==> config.mk <==
export PLATFORM = sky130hd
export DESIGN_NAME = mul_seq_flat
export DESIGN_NICKNAME = d
export VERILOG_FILES = /design/src/rtl/mul_seq_if.sv /design/src/rtl/mul_seq.sv /design/src/flat_wrapper.sv
export SDC_FILE = /design/constraint.sdc
export NUM_CORES = 1
export LEC_CHECK = 0
export ABC_AREA = 0
export BUFFER_PORTS_ARGS = -buffer_cell sky130_fd_sc_hd__buf_2
export CAP_MARGIN = 0
export CORE_MARGIN = 1.5
export CORE_UTILIZATION = 40
export DETAILED_ROUTE_END_ITERATION = 16
export PLACE_DENSITY_LB_ADDON = 0.1
export SETUP_SLACK_MARGIN = 0.5
export SLEW_MARGIN = 20
export SYNTH_ARGS = -nofsm -noshare
export SYNTH_HDL_FRONTEND = slang
export SYNTH_SLANG_ARGS = --single-unit
==> constraint.sdc <==
create_clock -name CLK -period 3.85 [get_ports CLK]
set_input_delay 0.5775 -clock CLK [delete_from_list [all_inputs] [get_ports CLK]]
set_output_delay 0.5775 -clock CLK [all_outputs]
set_load 0.05 [all_outputs]
==> src/rtl/mul_seq_if.sv <==
// mul_seq_if: request/response bundle for the sequential multiplier.
//
// Handshake: the master raises START together with SIGNED/A/B; the request is
// taken on the rising edge where the slave shows BUSY=0. BUSY stays high for
// the whole run. DONE is a one-cycle pulse on which Y carries the new product.
// Y is held until the next DONE.
//
// Signals:
//   START  - request strobe (master -> slave)
//   SIGNED - 0 unsigned, 1 two's-complement (master -> slave)
//   A, B   - WIDTH-bit operands (master -> slave)
//   BUSY   - operation in progress (slave -> master)
//   DONE   - completion pulse (slave -> master)
//   Y      - 2*WIDTH-bit product (slave -> master)
interface mul_seq_if #(
    parameter int WIDTH = 4
);
    logic                 START;
    logic                 SIGNED;
    logic [WIDTH-1:0]     A;
    logic [WIDTH-1:0]     B;
    logic                 BUSY;
    logic                 DONE;
    logic [2*WIDTH-1:0]   Y;

    modport master (
        output START, SIGNED, A, B,
        input  BUSY, DONE, Y
    );

    modport slave (
        input  START, SIGNED, A, B,
        output BUSY, DONE, Y
    );
endinterface

==> src/rtl/mul_seq.sv <==
// mul_seq: sequential shift-add multiplier, WIDTH x WIDTH -> 2*WIDTH.
//
// One multiplier bit is consumed per clock, LSB first, so every operation
// takes exactly WIDTH cycles regardless of operand values. In signed mode the
// multiplicand is sign-extended and the multiplier MSB carries weight
// -2^(WIDTH-1), so that partial product is subtracted instead of added.
//
// Ports:
//   CLK     - rising-edge clock
//   RST     - synchronous active-high reset (priority over START)
//   bus     - mul_seq_if slave: START/SIGNED/A/B in, BUSY/DONE/Y out
//   dbg_run - FSM state for observation: 0 = IDLE, 1 = RUN
module mul_seq #(
    parameter int WIDTH = 4
) (
    input  logic        CLK,
    input  logic        RST,
    mul_seq_if.slave    bus,
    output logic        dbg_run
);
    localparam int PW = 2 * WIDTH;
    localparam int CW = $clog2(WIDTH);

    typedef enum logic {IDLE, RUN} state_t;

    state_t            state_q, state_d;
    logic [WIDTH-1:0]  a_q, a_d;
    logic [WIDTH-1:0]  b_q, b_d;
    logic              sgn_q, sgn_d;
    logic [PW-1:0]     acc_q, acc_d;
    logic [CW-1:0]     cnt_q, cnt_d;
    logic [PW-1:0]     y_q, y_d;
    logic              busy_q, busy_d;
    logic              done_q, done_d;

    logic [PW-1:0]     a_ext;
    logic [PW-1:0]     a_shift;
    logic [PW-1:0]     acc_next;
    logic              last_iter;

    always_comb begin
        // Extension choice follows the latched mode, not the live SIGNED input.
        a_ext     = sgn_q ? {{WIDTH{a_q[WIDTH-1]}}, a_q} : {{WIDTH{1'b0}}, a_q};
        a_shift   = a_ext << cnt_q;
        last_iter = (cnt_q == CW'(WIDTH - 1));

        acc_next = acc_q;
        if (b_q[cnt_q]) begin
            // Signed MSB has negative weight: subtract its partial product.
            if (sgn_q && last_iter) begin
                acc_next = acc_q - a_shift;
            end else begin
                acc_next = acc_q + a_shift;
            end
        end

        state_d = state_q;
        a_d     = a_q;
        b_d     = b_q;
        sgn_d   = sgn_q;
        acc_d   = acc_q;
        cnt_d   = cnt_q;
        y_d     = y_q;
        busy_d  = busy_q;
        done_d  = 1'b0;

        case (state_q)
            IDLE: begin
                if (bus.START) begin
                    a_d     = bus.A;
                    b_d     = bus.B;
                    sgn_d   = bus.SIGNED;
                    acc_d   = '0;
                    cnt_d   = '0;
                    busy_d  = 1'b1;
                    state_d = RUN;
                end
            end
            RUN: begin
                acc_d = acc_next;
                if (last_iter) begin
                    // Y is only written here, so iteration never disturbs it.
                    y_d     = acc_next;
                    done_d  = 1'b1;
                    busy_d  = 1'b0;
                    cnt_d   = '0;
                    state_d = IDLE;
                end else begin
                    cnt_d = cnt_q + 1'b1;
                end
            end
            default: state_d = IDLE;
        endcase
    end

    always_ff @(posedge CLK) begin
        if (RST) begin
            state_q <= IDLE;
            a_q     <= '0;
            b_q     <= '0;
            sgn_q   <= 1'b0;
            acc_q   <= '0;
            cnt_q   <= '0;
            y_q     <= '0;
            busy_q  <= 1'b0;
            done_q  <= 1'b0;
        end else begin
            state_q <= state_d;
            a_q     <= a_d;
            b_q     <= b_d;
            sgn_q   <= sgn_d;
            acc_q   <= acc_d;
            cnt_q   <= cnt_d;
            y_q     <= y_d;
            busy_q  <= busy_d;
            done_q  <= done_d;
        end
    end

    assign bus.BUSY = busy_q;
    assign bus.DONE = done_q;
    assign bus.Y    = y_q;
    assign dbg_run  = (state_q == RUN);
endmodule

==> src/flat_wrapper.sv <==
// flat-port wrapper written by rule: the top's interface ports become plain ports
module mul_seq_flat 
#(
    parameter int WIDTH = 4
)
  (CLK, RST, dbg_run, bus_START, bus_SIGNED, bus_A, bus_B, bus_BUSY, bus_DONE, bus_Y);
  mul_seq_if #(.WIDTH(WIDTH)) bus_i ();
  input  logic CLK;
  input  logic RST;
  output logic dbg_run;
  input wire logic [$bits(bus_i.START)-1:0] bus_START;
  input wire logic [$bits(bus_i.SIGNED)-1:0] bus_SIGNED;
  input wire logic [$bits(bus_i.A)-1:0] bus_A;
  input wire logic [$bits(bus_i.B)-1:0] bus_B;
  output wire logic [$bits(bus_i.BUSY)-1:0] bus_BUSY;
  output wire logic [$bits(bus_i.DONE)-1:0] bus_DONE;
  output wire logic [$bits(bus_i.Y)-1:0] bus_Y;
  assign bus_i.START = bus_START;
  assign bus_i.SIGNED = bus_SIGNED;
  assign bus_i.A = bus_A;
  assign bus_i.B = bus_B;
  assign bus_BUSY = bus_i.BUSY;
  assign bus_DONE = bus_i.DONE;
  assign bus_Y = bus_i.Y;
  mul_seq #(.WIDTH(WIDTH)) u_core (.CLK(CLK), .RST(RST), .bus(bus_i), .dbg_run(dbg_run));
endmodule
==> insert_results.sql, run 1 <==
INSERT INTO impl_metrics (metric_group, metric, value, unit) VALUES
('cells_and_area', 'most-common-layout-cells', 'nand2_1, dfxtp_1, a21oi_1', ''),
('clock_tree', 'clkTransAtPathRegs', '70', 'ps'),
('power', 'power.ir.vdd_worst', '205', 'uV'),
('route', 'finalWirelength', '4.50', 'mm'),
('floorplanning', 'rows', '24', ''),
('sta', 'final_max_slew_viol_count', '0', ''),
('clock_tree', 'clkLatencyLatePin', '290', 'ps'),
('clock_tree', 'h-tree-depth', '2', ''),
('logic_synthesis', 'post_synthesis_sequential_area_ratio', '0.314', ''),
('floorplanning', 'start_util', '0.428', ''),
('sta', 'setup_tns', '0', 'ps'),
('route', 'drt.antenna.violating_nets', '0', ''),
('clock_tree', 'tritoncts', 'built', ''),
('route', 'num_vias', '1681', ''),
('sta', 'report.final.hold_viol_count', '0', ''),
('floorplanning', 'die_w', '72.2', 'um'),
('clock_tree', 'clock_sink_count', '30', ''),
('logic_synthesis', 'syn_avg_cell_area', '8.12', 'um^2'),
('clock_tree', 'cts_root_buffer', 'clkbuf_8', ''),
('power', 'netSwitchingFraction', '0.291', ''),
('logic_synthesis', 'postSynthRegisterBits', '30', ''),
('global_route', 'initial_antenna_violation_count', '0', ''),
('floorplanning', 'floorplan.io_pins', '23', ''),
('cells_and_area', 'layout.nets', '273', ''),
('sta', 'period_share', '0.797', ''),
('placed_design', 'numPlacedInstances', '298', ''),
('global_route', 'global_route.overflow_total', '0', ''),
('cells_and_area', 'layout-area-overhead-vs-synth', '12.2', '%'),
('critical_path', 'worstPathArrival', '3270', 'ps'),
('placed_design', 'gp_congestion', '0.777', ''),
('worst_hold_path', 'hp-start', 'u_core.bus.Y[1]$_SDFFE_PP0P_', ''),
('critical_path', 'critical_path.max_fanout', '6', ''),
('power', 'power_frac_comb', '0.225', ''),
('critical_path', 'crit_type', 'reg -> reg', ''),
('sta', 'slew-limit-headroom', '0.340', ''),
('clock_tree', 'cts_bufs_inserted', '5', ''),
('worst_hold_path', 'worst_hold_path_type', 'reg -> reg', ''),
('critical_path', 'worst-r2r-setup-slack', '780', 'ps'),
('global_route', 'grt_util_all_layers', '0.193', ''),
('cells_and_area', 'instances_no_fill', '305', ''),
('logic_synthesis', 'synth_edf_count', '0', ''),
('route', 'remaining_drc_errors', '0', ''),
('logic_synthesis', 'synthCells', '236', ''),
('floorplanning', 'area_of_the_core_region', '0.00447', 'mm^2'),
('critical_path', 'path_cells', 'ha_4 -> and2_2 -> nor2_1 -> nand2_1 -> a21oi_1 -> nor3_1 -> o32a_1 -> ha_1 -> nor2b_1 -> o21a_1 -> o21a_1 -> or4b_1 -> o311a_1 -> o31ai_1', ''),
('critical_path', 'critical_path.startpoint_type', 'register', ''),
('placed_design', 'buffer_ports.inserted', '22', ''),
('power', 'clock_power_share', '0.384', ''),
('cells_and_area', 'postLayoutCellArea', '0.00215', 'mm^2'),
('power', 'power.density_cell_area', '399', 'mW/mm^2'),
('cells_and_area', 'fillers', '449', ''),
('critical_path', 'crit_required', '4050', 'ps'),
('placed_design', 'dpl.hpwl', '3.24', 'mm'),
('route', 'initialDrtViolationCount', '79', ''),
('sta', 'tightest_slew', '989', 'ps'),
('run_status', 'status', 'finished clean', ''),
('sta', 'finalWorstPathRequiredPeriod', '3070', 'ps'),
('cells_and_area', 'layout-drive-gt1-share', '0.166', ''),
('route', 'post_drt_via_cell_ratio', '5.51', ''),
('cells_and_area', 'antenna_cells_inserted', '0', ''),
('sta', 'grt_setup_unrepaired', 'false', ''),
('cells_and_area', 'most_frequent_standard_cell_in_the_layout_excluding_fill_and_tap_cells', 'nand2_1', ''),
('sta', 'achievable-frequency', '326', 'MHz'),
('global_route', 'first_global_vias', '1570', ''),
('clock_tree', 'postCtsSetupBuffers', '0', ''),
('run', 'maxCapViolCount', '0', ''),
('critical_path', 'critical_path.max_stage_delay', '460', 'ps'),
('route', 'first_pass_iters', '4', ''),
('power', 'internal_power', '0.609', 'mW'),
('logic_synthesis', 'yosys_most_used_dff', 'dfxtp_1', ''),
('floorplanning', 'die_h', '72.2', 'um');
## flip-flops by register name, summed over array words and instances (netlist names)
name / count
u_core.acc_q: 8
u_core.bus.DONE: 1
u_core.bus.Y: 8
u_core.dbg_run: 1
u_core.a_q: 4
u_core.b_q: 4
u_core.sgn_q: 1
u_core.bus.BUSY: 1
u_core.cnt_q: 2
## Yosys cell counts (all sizes together) (5+ instances only)
cell | n | share of area
mux2i | 6 | 0.031
nand2 | 37 | 0.072
inv | 8 | 0.016
nor2b | 6 | 0.020
buf | 7 | 0.032
nor3 | 5 | 0.013
nor2 | 18 | 0.035
a21oi | 28 | 0.073
xor2 | 6 | 0.027
dfxtp | 30 | 0.31
o21ai | 13 | 0.034
clkbuf | 7 | 0.014
o21a | 6 | 0.024
ha | 7 | 0.046
## power groups by stage
stage,clock network (mW),registers [mW],logic (mW)
after floorplan,0,0.340,0.156
after detailed placement,0,0.342,0.190
after CTS,0.336,0.335,0.192
after global routing,0.346,0.338,0.219
final,0.329,0.336,0.193
after global placement,0,0.342,0.190
## cell families (layout without fill, tap and decap cells)
family	Yosys count	after routing	synth area share
DFF	30	30	0.314
buffers and inverters	23	40	0.0634
xor gates and xnor gates	10	10	0.0457
AOI/OAI and AO/OA	68	68	0.241
and+or+nand+nor	89	89	0.229
adders and majority gates	8	8	0.0562
muxes	8	8	0.0509
## stage by stage
stage	worst slack, ps	hold slack (ps)	utilization	total power [mW]
floorplan	730	436	-	0.495
global placement	742	438	0.451	0.533
detailed placement	671	441	0.451	0.532
CTS	653	458	0.476	0.862
global route	511	487	0.480	0.903
finish	780	456	0.480	0.858
## worst max-delay path, delay by kind of cell, from the launching register on
kind,cells,cell delay (ps)
AO/OA/AOI/OAI,6,1030
adder cells (fa/ha/maj),2,510
flip-flops,1,340
AND/OR/NAND/NOR,6,1110
## path summary, 6_finish.rpt
check,end,cells past startpoint
worst min register to register,u_core.bus.Y[1]$_SDFFE_PP0P_,2
worst min-delay path,u_core.bus.Y[1]$_SDFFE_PP0P_,2
worst max register to register,u_core.bus.Y[6]$_SDFFE_PP0P_,14
worst max-delay path,u_core.bus.Y[6]$_SDFFE_PP0P_,14
## timing repair
| action | CTS | global route |
|---|---|---|
| resized for setup | 0 | 5 |
| hold buffers | 0 | 0 |
| endpoints found under the setup margin | 0 | 3 |
## per-layer routing
metal / GRT usage / routed length [um] / share of wire / vias to the layer above
li1: - / - / - / 868
met1: 0.293 / 2360 / 0.53 / 783
met2: 0.272 / 1950 / 0.43 / 23
met3: 0.0292 / 107 / 0.024 / 7
met4: 0.0755 / 76 / 0.017 / 0
met5: 0 / 0 / 0 / -
## final cells by class
class	instances	area, um^2	area share
clock buffer	6	82.6	0.0384
clock inverter	1	30.0	0.0140
inverter	9	33.8	0.0157
multi-input combinational	183	1210	0.564
sequential	30	601	0.279
tap	52	65.1	0.0303
timing repair buffer	24	125	0.0582
(Power assumes the default switching activity.)
==> run 2: changes to the inputs <==
Clock period 3.85 ns to 3.2 ns, I/O delays scaled along.
==> run 2 against run 1 <==
Sequential share of layout area fell by 2.1 points. Clock skew fell by 0.83 ps. Utilization rose by 4.5 points. Cell area rose by 9.3%. Combinational power rose by 55%.
==> insert_results.sql, run 2 (same netlist as run 1, synthesis figures left out) <==
INSERT INTO impl_metrics (metric_group, metric, value, unit) VALUES
('run_status', 'status', 'finished clean', ''),
('clock_tree', 'h-tree-depth', '2', ''),
('route', 'finalWirelength', '4.80', 'mm'),
('floorplanning', 'area_of_the_core_region', '0.00447', 'mm^2'),
('cells_and_area', 'utilization_of_the_core_after_routing', '0.525', ''),
('global_route', 'gr-usage-met3', '0.0361', ''),
('global_route', 'global_route.overflow_total', '0', ''),
('clock_tree', 'clkTransAtPathRegs', '70', 'ps'),
('placed_design', 'gp_congestion', '0.819', ''),
('cells_and_area', 'postLayoutCellArea', '0.00235', 'mm^2'),
('sta', 'fin_worst_hold_slack', '433', 'ps'),
('route', 'remaining_drc_errors', '0', ''),
('route', 'first_pass_iters', '4', ''),
('clock_tree', 'buffers_from_clock_root_to_sink_at_most', '2', ''),
('sta', 'final_max_slew_viol_count', '0', ''),
('route', 'initialDrtViolationCount', '90', ''),
('placed_design', 'buffer_ports.inserted', '22', ''),
('worst_hold_path', 'worst_hold_path_type', 'in -> reg', ''),
('route', 'drt.antenna.violating_nets', '0', ''),
('power', 'power.density_cell_area', '434', 'mW/mm^2'),
('critical_path', 'worstPathArrival', '3070', 'ps'),
('power', 'power.ir.vdd_worst', '251', 'uV'),
('sta', 'tightest_slew', '850', 'ps'),
('critical_path', 'critical_path.startpoint_type', 'register', ''),
('power', 'final_total_power', '1.02', 'mW'),
('sta', 'slew-limit-headroom', '0.433', ''),
('sta', 'setup_viol_count_final', '0', ''),
('placed_design', 'dpl.hpwl', '3.29', 'mm'),
('global_route', 'grt.met1_usage', '0.287', ''),
('sta', 'period_share', '0.896', ''),
('cells_and_area', 'antenna_cells_inserted', '0', ''),
('clock_tree', 'hold_buffer_count_at_cts', '0', ''),
('critical_path', 'crit_required', '3400', 'ps'),
('clock_tree', 'clkLatencyLatePin', '280', 'ps'),
('sta', 'achievable-frequency', '349', 'MHz'),
('global_route', 'initial_antenna_violation_count', '0', ''),
('sta', 'setup_tns', '0', 'ps'),
('power', 'power_leakage', '0.907', 'nW'),
('cells_and_area', 'layout.nets', '289', ''),
('global_route', 'grt_util_all_layers', '0.197', ''),
('critical_path', 'crit_type', 'reg -> reg', ''),
('route', 'num_vias', '1754', ''),
('cells_and_area', 'layout-area-overhead-vs-synth', '22.7', '%'),
('placed_design', 'place_worst_setup_slack', '112', 'ps'),
('clock_tree', 'clock_sink_count', '30', ''),
('cells_and_area', 'layout-drive-gt1-share', '0.281', ''),
('sta', 'grt_setup_unrepaired', 'true', ''),
('floorplanning', 'die_w', '72.2', 'um'),
('route', 'wl_per_cell', '14.9', 'um'),
('floorplanning', 'start_util', '0.428', ''),
('global_route', 'grt-busiest-layer', 'met2', ''),
('clock_tree', 'cts_root_buffer', 'clkbuf_8', ''),
('route', 'post_drt_via_cell_ratio', '5.45', ''),
('critical_path', 'cp-end-kind', 'register', ''),
('cells_and_area', 'most_frequent_standard_cell_in_the_layout_excluding_fill_and_tap_cells', 'nand2_1', ''),
('placed_design', 'numPlacedInstances', '304', ''),
('clock_tree', 'cts_bufs_inserted', '5', ''),
('run', 'maxCapViolCount', '0', ''),
('placed_design', 'detailed_place.area', '0.00209', 'mm^2'),
('global_route', 'global_route_wire_length_before_repair', '8.03', 'mm'),
('critical_path', 'critical_path.max_fanout', '4', ''),
('floorplanning', 'floorplan.io_pins', '23', ''),
('cells_and_area', 'instances_no_fill', '322', ''),
('sta', 'worst_slack', '333', 'ps'),
('global_route', 'grt_max_degree', '23', ''),
('floorplanning', 'die_h', '72.2', 'um'),
('global_route', 'gr-usage-met2', '0.298', ''),
('sta', 'final.setup_skew', '8.88', 'ps'),
('global_route', 'first_global_vias', '1669', ''),
('floorplanning', 'rows', '24', ''),
('clock_tree', 'tritoncts', 'built', ''),
('cells_and_area', 'most-common-layout-cells', 'nand2_1, dfxtp_1, a21oi_1', ''),
('floorplanning', 'design.die.area', '0.00521', 'mm^2'),
('sta', 'report.final.hold_viol_count', '0', ''),
('sta', 'finalWorstPathRequiredPeriod', '2870', 'ps');
## run 2: repair_timing
action	CTS	global route
buffers inserted	9	1
pin swaps	8	8
resized for setup	10	16
setup endpoints to repair	6	8
cloned	0	0
## run 2: worst paths after layout
path | start | to | slack, ps | cells after the start
min | bus_SIGNED | u_core.sgn_q$_SDFFE_PP0P_ | 430 | 3
max | u_core.cnt_q[0]$_SDFFE_PP0P_ | u_core.acc_q[6]$_SDFFE_PP0P_ | 330 | 14
max reg2reg | u_core.cnt_q[0]$_SDFFE_PP0P_ | u_core.acc_q[6]$_SDFFE_PP0P_ | 330 | 14
min reg2reg | u_core.bus.Y[1]$_SDFFE_PP0P_ | u_core.bus.Y[1]$_SDFFE_PP0P_ | 450 | 2
## run 2: per-layer routing
layer  vias to the layer above  wire length (um)
li1                        903                 -
met1                       822              2460
met2                        23              2120
met3                         6               153
met4                         0                59
met5                         -                 0
## run 2: report_power, final
part / internal, mW / leakage (nW) / switching, mW
clock: 0.173 / 0.0482 / 0.146
sequential: 0.386 / 0.246 / 0.0150
combinational: 0.136 / 0.613 / 0.163
total: 0.695 / 0.907 / 0.324
## run 2: critical path: stages (launching register included)
cell and delay [ps]:
dfxtp_4 360, ha_4 170, and2_4 180, nor2_4 110, nand2_2 60, a21oi_2 110
nor3_1 50, o32a_1 190, ha_4 240, nor2b_4 120, o21a_1 180, o21a_1 190
or4b_1 460, o311a_1 160, o31ai_1 190
## run 2: area by class of cell
cell class                      count  area (um^2)
Tap cell                           52         65.1
Clock inverter                      1         5.00
Inverter                            9         33.8
Clock buffer                        7         86.3
Fill cell                         433         2120
Timing Repair Buffer               40          256
Multi-Input combinational cell    183         1290
Sequential cell                    30          608
==> run 3: changes to the inputs <==
Clock period 3.2 ns to 3.6 ns, I/O delays scaled along.
==> run 3 against run 2 <==
Total power decreased by 8.2%. Largest power group unchanged. Register-to-register slack improved by 280 ps. Highest routed layer unchanged. Final cell count decreased by 3.7%. Maximum frequency decreased by 4.0%. Non-clock buffer count decreased by 12.
==> insert_results.sql, run 3 (same netlist as run 1, synthesis figures left out) <==
INSERT INTO impl_metrics (metric_group, metric, value, unit) VALUES
('run_status', 'status', 'finished clean', ''),
('critical_path', 'crit_type', 'reg -> reg', ''),
('critical_path', 'worst-r2r-setup-slack', '610', 'ps'),
('clock_tree', 'clkLatencyLatePin', '280', 'ps'),
('sta', 'final_max_slew_viol_count', '0', ''),
('global_route', 'grt.met1_usage', '0.272', ''),
('critical_path', 'endpoint_of_the_worst_setup_timing_path', 'u_core.bus.Y[6]$_SDFFE_PP0P_', ''),
('critical_path', 'r2r_start', 'u_core.cnt_q[0]$_SDFFE_PP0P_', ''),
('global_route', 'global_route_wire_length_before_repair', '8.02', 'mm'),
('critical_path', 'slowest_library_cell_on_the_worst_path', 'or4b_1', ''),
('critical_path', 'path_cells', 'ha_4 -> nand2_1 -> a21oi_2 -> a211oi_2 -> nor3_1 -> o32a_1 -> ha_4 -> nor2b_1 -> o21a_1 -> o21a_1 -> or4b_1 -> o311a_1 -> o31ai_2', ''),
('global_route', 'first_global_vias', '1676', ''),
('critical_path', 'reg2reg_to', 'u_core.bus.Y[6]$_SDFFE_PP0P_', ''),
('route', 'initialDrtViolationCount', '92', ''),
('critical_path', 'cp-end-kind', 'register', ''),
('worst_hold_path', 'worst_hold_path_type', 'reg -> reg', ''),
('global_route', 'grt-busiest-layer', 'met2', ''),
('critical_path', 'crit_required', '3790', 'ps'),
('clock_tree', 'h-tree-depth', '2', ''),
('sta', 'period_share', '0.830', ''),
('placed_design', 'gp_congestion', '0.827', ''),
('critical_path', 'critical_path.startpoint_type', 'register', ''),
('floorplanning', 'die_w', '72.2', 'um'),
('power', 'power_leakage', '0.833', 'nW'),
('route', 'post_drt_via_cell_ratio', '5.62', ''),
('placed_design', 'place_worst_setup_slack', '409', 'ps'),
('cells_and_area', 'instances_no_fill', '310', ''),
('route', 'wl_per_cell', '15.1', 'um'),
('global_route', 'gr-usage-met2', '0.313', ''),
('sta', 'setup_tns', '0', 'ps'),
('power', 'power.density_cell_area', '417', 'mW/mm^2'),
('sta', 'finalWorstPathRequiredPeriod', '2990', 'ps'),
('critical_path', 'critical_path.max_stage_delay', '460', 'ps'),
('clock_tree', 'buffers_from_clock_root_to_sink_at_most', '2', ''),
('global_route', 'grt_util_all_layers', '0.192', ''),
('critical_path', 'worstPathArrival', '3180', 'ps'),
('floorplanning', 'die_h', '72.2', 'um'),
('route', 'num_vias', '1742', ''),
('cells_and_area', 'area.sequential', '609', 'um^2'),
('clock_tree', 'cts_root_buffer', 'clkbuf_8', ''),
('placed_design', 'numPlacedInstances', '299', ''),
('floorplanning', 'floorplan.io_pins', '23', ''),
('cells_and_area', 'layout.nets', '277', ''),
('clock_tree', 'clock_sink_count', '30', ''),
('cells_and_area', 'fillers', '430', ''),
('placed_design', 'dpl.hpwl', '3.28', 'mm'),
('floorplanning', 'rows', '24', ''),
('cells_and_area', 'antenna_cells_inserted', '0', ''),
('route', 'drt.antenna.violating_nets', '0', ''),
('cells_and_area', 'layout-drive-gt1-share', '0.229', ''),
('sta', 'tightest_slew', '916', 'ps'),
('run', 'maxCapViolCount', '0', ''),
('critical_path', 'cp-startpoint', 'u_core.cnt_q[0]$_SDFFE_PP0P_', ''),
('global_route', 'gr-usage-met3', '0.0264', ''),
('clock_tree', 'cts_bufs_inserted', '5', ''),
('sta', 'setup_viol_count_final', '0', ''),
('route', 'remaining_drc_errors', '0', ''),
('floorplanning', 'area_of_the_core_region', '0.00447', 'mm^2'),
('route', 'finalWirelength', '4.69', 'mm'),
('clock_tree', 'hold_buffer_count_at_cts', '0', ''),
('critical_path', 'critical_path.max_fanout', '6', ''),
('floorplanning', 'start_util', '0.428', ''),
('placed_design', 'buffer_ports.inserted', '22', ''),
('sta', 'worst_slack', '612', 'ps'),
('sta', 'slew-limit-headroom', '0.389', ''),
('sta', 'grt_setup_unrepaired', 'false', ''),
('global_route', 'grt_max_degree', '23', ''),
('cells_and_area', 'most-common-layout-cells', 'nand2_1, a21oi_1, dfxtp_1', ''),
('clock_tree', 'clkTransAtPathRegs', '70', 'ps'),
('sta', 'achievable-frequency', '335', 'MHz'),
('cells_and_area', 'multi_input_comb_area', '0.00126', 'mm^2'),
('sta', 'final.setup_skew', '3.35', 'ps'),
('global_route', 'global_route.overflow_total', '0', ''),
('route', 'first_pass_iters', '4', ''),
('clock_tree', 'tritoncts', 'built', ''),
('power', 'final_total_power', '0.936', 'mW'),
('global_route', 'initial_antenna_violation_count', '0', ''),
('cells_and_area', 'most_frequent_standard_cell_in_the_layout_excluding_fill_and_tap_cells', 'nand2_1', ''),
('sta', 'report.final.hold_viol_count', '0', ''),
('floorplanning', 'design.die.area', '0.00521', 'mm^2'),
('cells_and_area', 'layout-area-overhead-vs-synth', '17.3', '%'),
('power', 'power.ir.vdd_worst', '241', 'uV'),
('critical_path', 'worst_r2r_path_depth', '13', '');
-- run 3: final cells by class --
cell class	instances	share of cell area
Sequential cell	30	0.271
Clock inverter	3	0.0200
Inverter	9	0.0150
Clock buffer	5	0.0306
Tap cell	52	0.0290
Timing Repair Buffer	28	0.0741
Multi-Input combinational cell	183	0.560
-- run 3: per-layer routing --
metal | up-vias | share of wire
li1 | 878 | -
met1 | 824 | 0.50
met2 | 33 | 0.46
met3 | 7 | 0.032
met4 | 0 | 0.011
met5 | - | 0
-- run 3: critical path: cells and delay by family (launching register included) --
kind,cells,cell delay [ps]
AND/OR/NAND/NOR,4,820
flip-flops,1,360
AO/OA/AOI/OAI,7,1300
adder cells (fa/ha/maj),2,420
-- run 3: metrics by stage --
| step | util | hold WS, ps | cell area [um^2] |
|---|---|---|---|
| floorplan | - | 436 | 1920 |
| global placement | 0.453 | 437 | 2030 |
| detailed placement | 0.453 | 437 | 2030 |
| CTS | 0.482 | 456 | 2160 |
| global route | 0.502 | 483 | 2250 |
| finish | 0.502 | 450 | 2250 |
-- run 3: worst min path at each step --
stage | startpoint | end | slack [ps] | depth (start not counted)
4_1_cts | u_core.bus.Y[1]$_SDFFE_PP0P_ | u_core.bus.Y[1]$_SDFFE_PP0P_ | 460 | 2
6_report | u_core.bus.Y[1]$_SDFFE_PP0P_ | u_core.bus.Y[1]$_SDFFE_PP0P_ | 450 | 2
3_3_place_gp | u_core.bus.Y[3]$_SDFFE_PP0P_ | u_core.bus.Y[3]$_SDFFE_PP0P_ | 440 | 2
3_5_place_dp | u_core.bus.Y[3]$_SDFFE_PP0P_ | u_core.bus.Y[3]$_SDFFE_PP0P_ | 440 | 2
5_1_grt | u_core.b_q[1]$_SDFFE_PP0P_ | u_core.b_q[1]$_SDFFE_PP0P_ | 480 | 2
2_1_floorplan | u_core.b_q[1]$_SDFFE_PP0P_ | u_core.b_q[1]$_SDFFE_PP0P_ | 440 | 2
-- run 3: timing repair --
action | in CTS | in global routing
gates resized for setup | 3 | 20
endpoints found under the setup margin | 2 | 4
buffers inserted | 0 | 3
cloned | 0 | 0
hold endpoints to repair | 0 | 0
pin swaps | 1 | 4
-- run 3: report_power, final --
group	internal, mW	switching, mW	leakage (nW)
Sequential	0.343	0.0143	0.246
Combinational	0.0986	0.133	0.537
Clock	0.206	0.142	0.0504
